`config.mk`:
```
export PLATFORM = sky130hd
export DESIGN_NAME = fetch_stage_flat
export DESIGN_NICKNAME = d
export VERILOG_FILES = /design/src/rtl/fetch_stage_if.sv /design/src/rtl/fetch_stage.sv /design/src/flat_wrapper.sv
export SDC_FILE = /design/constraint.sdc
export NUM_CORES = 1
export LEC_CHECK = 0
export CAP_MARGIN = 40
export CORE_UTILIZATION = 48
export CTS_CLUSTER_SIZE = 10
export DETAILED_ROUTE_END_ITERATION = 6
export PLACE_DENSITY = 0.86
export SLEW_MARGIN = 15
export SYNTH_ARGS = -nofsm -noshare
export SYNTH_HDL_FRONTEND = slang
export SYNTH_SLANG_ARGS = --single-unit
```
`constraint.sdc`:
```
create_clock -name clk -period 5.85 [get_ports clk]
set_clock_uncertainty 0.15 [all_clocks]
set_input_delay 1.17 -clock clk [delete_from_list [all_inputs] [get_ports clk]]
set_output_delay 1.17 -clock clk [all_outputs]
set_load 0.05 [all_outputs]
```
`src/rtl/fetch_stage_if.sv`:
```
// Instruction-memory request/response bundle between fetch and imem.
// Request is held (addr stable) until a cycle with req=1 and ready=1.
// Memory may assert ready in the same cycle the request is raised.
interface fetch_stage_if;
   logic        req;
   logic [31:0] addr;
   logic        ready;
   logic [31:0] rdata;

   modport master (output req, output addr, input ready, input rdata);
   modport slave  (input req, input addr, output ready, output rdata);
endinterface

```
`src/rtl/fetch_stage.sv`:
```
// Instruction fetch: owns the PC, selects next PC, handshakes with imem.
// Outputs combinational from state/inputs; PCF registered, 1 instr/cycle at zero wait.
// Stalls via StallF park a completed word in a hold buffer; redirects drain stale responses.
module fetch_stage #(
   parameter logic [31:0] RESET_PC = 32'h0000_0000
) (
   input  logic                 clk,
   input  logic                 reset,
   input  logic                 StallF,
   input  logic                 PCSrcE,
   input  logic [31:0]          PCTargetE,
   fetch_stage_if.master        imem,
   output logic [31:0]          PCF,
   output logic [31:0]          PCPlus4F,
   output logic [31:0]          instr_RD,
   output logic                 InstValidF
);

   typedef enum logic [1:0] {
      FETCH = 2'd0,
      HOLD  = 2'd1,
      DRAIN = 2'd2
   } state_t;

   state_t      state;
   logic [31:0] pc;
   logic [31:0] hold_buf;
   logic [31:0] drain_addr;
   logic [31:0] pc_plus4;

   assign pc_plus4 = pc + 32'd4;
   assign PCF      = pc;
   assign PCPlus4F = pc_plus4;

   // Fetch FSM: PC update, hold-buffer capture and stale-response tracking.
   // A redirect always wins over StallF and loads the target immediately.
   always_ff @(posedge clk) begin
      if (reset) begin
         pc         <= RESET_PC;
         state      <= FETCH;
         hold_buf   <= 32'h0;
         drain_addr <= 32'h0;
      end else begin
         case (state)
            FETCH: begin
               if (PCSrcE) begin
                  pc <= PCTargetE;
                  if (!imem.ready) begin
                     // request in flight must complete before the new one is issued
                     drain_addr <= pc;
                     state      <= DRAIN;
                  end
               end else if (imem.ready) begin
                  if (StallF) begin
                     hold_buf <= imem.rdata;
                     state    <= HOLD;
                  end else begin
                     pc <= pc_plus4;
                  end
               end
            end
            HOLD: begin
               if (PCSrcE) begin
                  pc       <= PCTargetE;
                  hold_buf <= 32'h0;
                  state    <= FETCH;
               end else if (!StallF) begin
                  pc    <= pc_plus4;
                  state <= FETCH;
               end
            end
            DRAIN: begin
               if (PCSrcE) begin
                  pc <= PCTargetE;
               end
               if (imem.ready) begin
                  state <= FETCH;
               end
            end
            default: begin
               state <= FETCH;
            end
         endcase
      end
   end

   // Request and presented instruction derived from state; reset silences both.
   always_comb begin
      imem.req   = 1'b0;
      imem.addr  = pc;
      InstValidF = 1'b0;
      instr_RD   = 32'h0;
      case (state)
         FETCH: begin
            imem.req   = !reset;
            imem.addr  = pc;
            InstValidF = !reset && imem.ready && !PCSrcE;
            instr_RD   = InstValidF ? imem.rdata : 32'h0;
         end
         HOLD: begin
            imem.req   = 1'b0;
            InstValidF = !reset && !PCSrcE;
            instr_RD   = InstValidF ? hold_buf : 32'h0;
         end
         DRAIN: begin
            imem.req   = !reset;
            imem.addr  = drain_addr;
         end
         default: begin
            imem.req = 1'b0;
         end
      endcase
   end

endmodule
```
`src/flat_wrapper.sv`:
```
// flat-port wrapper written by rule: the top's interface ports become plain ports
module fetch_stage_flat 
#(
   parameter logic [31:0] RESET_PC = 32'h0000_0000
)
  (clk, reset, StallF, PCSrcE, PCTargetE, PCF, PCPlus4F, instr_RD, InstValidF, imem_req, imem_addr, imem_ready, imem_rdata);
  fetch_stage_if imem_i ();
  input  logic clk;
  input  logic reset;
  input  logic StallF;
  input  logic PCSrcE;
  input  logic [31:0] PCTargetE;
  output logic [31:0] PCF;
  output logic [31:0] PCPlus4F;
  output logic [31:0] instr_RD;
  output logic InstValidF;
  output wire logic [$bits(imem_i.req)-1:0] imem_req;
  output wire logic [$bits(imem_i.addr)-1:0] imem_addr;
  input wire logic [$bits(imem_i.ready)-1:0] imem_ready;
  input wire logic [$bits(imem_i.rdata)-1:0] imem_rdata;
  assign imem_req = imem_i.req;
  assign imem_addr = imem_i.addr;
  assign imem_i.ready = imem_ready;
  assign imem_i.rdata = imem_rdata;
  fetch_stage #(.RESET_PC(RESET_PC)) u_core (.clk(clk), .reset(reset), .StallF(StallF), .PCSrcE(PCSrcE), .PCTargetE(PCTargetE), .imem(imem_i), .PCF(PCF), .PCPlus4F(PCPlus4F), .instr_RD(instr_RD), .InstValidF(InstValidF));
endmodule
```
==> parameters.txt <==
Parameter                              Value

Clock network
  Inserted Clock Buffers ... 9
  Clk buf depth ... 2
  Clock transition time at the flip-flop clock pins of the worst setup and hold paths ... about 0.080 ns
  Number of buffers inserted by post-CTS setup repair ... 0
  Clock tree from TritonCTS ... done
  # resized after CTS ... 0
  Clock sink total ... between 90 and 100
  CTS Root Cell ... sky130_fd_sc_hd__clkbuf_8
  Quantity of hold-fixing buffers added after cts ... 0
  H-Tree Level Count ... 3
  Clock latency on the worst-skew pair ... 0.36 ns

Critical path
  Critical Path Source Type ... input port
  Startpoint of the worst setup timing path ... PCSrcE
  Critical path endpoint category ... output port
  Worst endpoint data arrival time ... roughly 3.7 ns
  Critical Path Fanout Max ... 24
  Type of the worst setup path ... input port to output port
  R2r startpoint ... u_core.PCF[9]
  Required time of the critical path ... approximately 4.5 ns

Global routing
  Global-route wire length before repair ... ~26000 µm
  Global-route congestion overflow total ... 0
  Maximum number of pins on one net before global-route repair ... between 50 and 60
  Number of antenna violations at the first check in global routing ... 0
  Total Routing Usage GR ... between 20% and 30%
  Via count of the first global-routing pass ... ~5300

STA
  Setup Viol. Count Final ... 0
  Fin. Hold Viols ... 0
  Part of the cycle the worst path needs ... 85.4%
  Period minus WS final ... between 4 and 5 ns
  Worst-case headroom to the max-slew limit ... between 40% and 50%
  Slew at the pin closest to its max-slew limit ... just over 0.8 ns
  Setup_tns ... 0 ns
  Hold Worst Slack ... 0.308 ns
  RSZ-0062 raised after global routing ... false
  Max-slew violation count ... 0
  Highest Clock Rate ... between 200 and 250 MHz

Die
  Number of placed I/O pins ... 199
  Die area ... roughly 12000 µm²
  Horizontal die dimension ... between 100 and 150 µm
  Core region area ... 10800 µm²
  Row Count ... 38
  Die height ... roughly 110 µm
  Effective utilization at floorplan ... 49.3%

Synthesis
  Number of instances in the synthesized netlist ... 679
  Primary flip-flop cell chosen by synthesis mapping ... sky130_fd_sc_hd__dfxtp_1
  Post-Synthesis Mean Instance Area ... 7.88 µm²
  Fraction of the yosys area taken by sequential cells ... between 30% and 40%
  Area share of the leading cell type in the synthesized netlist ... between 30% and 40%
  Number of enable flip-flop cells after synthesis ... 0
  Count of state elements after synthesis ... 98
  Fraction of synthesis flops using an asynchronous set or reset pin ... 0%
  Largest area contributor in the netlist ... sky130_fd_sc_hd__dfxtp_1
  Warnings from Yosys ... 0
  Nets in the synthesized netlist ... 749
  Cell types with the largest area share after synthesis ... sky130_fd_sc_hd__dfxtp_1, sky130_fd_sc_hd__nand2_1, sky130_fd_sc_hd__a22o_1, sky130_fd_sc_hd__a22oi_1, sky130_fd_sc_hd__mux2_2
  Distinct cells, synth ... slightly below 50
  Cell area after synthesis ... around 5300 µm²

Finish
  Fraction of layout cells with a size suffix above 1 ... 11.8%
  Most frequent cells in the layout ... sky130_fd_sc_hd__clkdlybuf4s50_1, sky130_fd_sc_hd__dfxtp_1, sky130_fd_sc_hd__nand2_1
  Commonest non-fill, non-tap cell in the layout ... sky130_fd_sc_hd__clkdlybuf4s50_1
  Number of nets in the layout ... 897
  # diodes ... 0
  Area overhead of the layout relative to synthesis ... 40.2%

Min path
  Class of the tightest hold or removal check ... register to register
  Hold wc startpoint ... u_core.drain_addr[4]

Routing
  Via count of the routed design ... between 5000 and 6000
  DRC violations left ... 0
  Final routed wirelength across all metal layers ... between 15000 and 20000 µm
  Number of nets with antenna violations after routing ... 0
  Avg Vias per Cell ... 5.99
  Initial DRT Pass Iterations ... 5
  Starting DRT DRC Count ... 391
  Drt wl/cell ... about 17 µm

Job
  Reported max-cap violation count ... 0

Place
  Number of port buffers ... 198
  Half-perimeter wire length of the detailed placement result ... roughly 12000 µm
  Routability-driven placement congestion ratio ... ~0.87

Run status
  Result of the run ... finished, final reports clean

Power
  Peak supply drop ... ~150 µV
  Power per cell area ... 235 nW/µm²
  Lkg Pwr ... approximately 2.7 nW
Yosys cell counts (4+ instances only):
library cell               number
sky130_fd_sc_hd__nand4_1        8
sky130_fd_sc_hd__a32o_1         7
sky130_fd_sc_hd__o31ai_1        4
sky130_fd_sc_hd__a22oi_1       40
sky130_fd_sc_hd__and3_1         6
sky130_fd_sc_hd__o21ai_0       33
sky130_fd_sc_hd__buf_2          8
sky130_fd_sc_hd__nand2_1       97
sky130_fd_sc_hd__a22o_1        39
sky130_fd_sc_hd__buf_1          4
sky130_fd_sc_hd__nand3_1       22
sky130_fd_sc_hd__mux2_2        26
sky130_fd_sc_hd__inv_1         11
sky130_fd_sc_hd__nand2b_1       4
sky130_fd_sc_hd__dfxtp_1       98
sky130_fd_sc_hd__nor2_1        68
sky130_fd_sc_hd__xor2_1        12
sky130_fd_sc_hd__or3_1          6
sky130_fd_sc_hd__clkbuf_1      57
sky130_fd_sc_hd__nor3_1        10
sky130_fd_sc_hd__xnor2_1       16
sky130_fd_sc_hd__a31oi_1       11
sky130_fd_sc_hd__buf_4          4
sky130_fd_sc_hd__nor4_1         4
sky130_fd_sc_hd__a21oi_1       47
power breakdown:
part / internal (mW) / total, mW / switching [mW]
Combinational: 0.201 / 0.545 / 0.344
Clock: 0.245 / 0.472 / 0.227
Sequential: 0.696 / 0.745 / 0.0490
layer usage:
| metal | vias to the layer above | part of all wire [%] | track usage [%] |
|---|---|---|---|
| met2 | 326 | 48 | 48.7 |
| met3 | 34 | 9.4 | 5.02 |
| met1 | 2739 | 40 | 35.9 |
| met5 | - | 0 | 0 |
| met4 | 0 | 2.2 | 11.9 |
| li1 | 2723 | - | - |
critical path: stages:
cell	delay [ns]
sky130_fd_sc_hd__clkdlybuf4s50_1	0.74
sky130_fd_sc_hd__nor2_1	0.36
sky130_fd_sc_hd__and3_1	0.73
sky130_fd_sc_hd__buf_4	0.30
sky130_fd_sc_hd__a22o_1	0.17
sky130_fd_sc_hd__buf_4	0.20
registers in the layout (all words and copies together), names as in the netlist:
signal	cells
u_core.PCF	32
u_core.drain_addr	32
u_core.state	2
u_core.hold_buf	32
layout make-up:
| cell class | instances | area (µm²) |
|---|---|---|
| inverter | 11 | 41.3 |
| sequential | 98 | 1960 |
| tap | 140 | 175 |
| clock inverter | 1 | 30.0 |
| multi-input combinational | 497 | 3080 |
| clock buffer | 15 | 186 |
| fill | 848 | 3340 |
| timing repair buffer | 210 | 2020 |
metrics by stage:
stage / setup WS, ns / area (µm²) / utilization [%] / std cells / power, mW
after global placement: 1.05 / 7230 / 66.7 / 953 / 1.29
after global routing: 0.695 / 7500 / 69.2 / 972 / 1.83
final: 0.851 / 7500 / 69.2 / 972 / 1.76
after detailed placement: 0.886 / 7280 / 67.2 / 956 / 1.30
after floorplan: 1.48 / 5350 / - / 679 / 1.10
after CTS: 0.887 / 7500 / 69.2 / 972 / 1.77
path summary, 6_finish.rpt:
path | endpoint | slack [ns] | depth (start not counted)
max | instr_RD[1] | 0.85 | 6
min | u_core.drain_addr[4] | 0.31 | 2
min reg2reg | u_core.drain_addr[4] | 0.31 | 2
max reg2reg | u_core.PCF[29] | 3.11 | 5
cells by family (layout without fill, tap and decap cells):
family                     Yosys count  in the layout  synth area share [%]
AOI/OAI and AO/OA                  201            201                  25.7
xor gates and xnor gates            28             28                  4.59
adders and majority gates            1              1                 0.234
buffers and inverters               84            237                  6.36
DFF                                 98             98                  36.7
muxes                               28             28                  5.85
and+or+nand+nor                    239            239                  20.6
No activity file was read; power rests on OpenSTA's default activity.
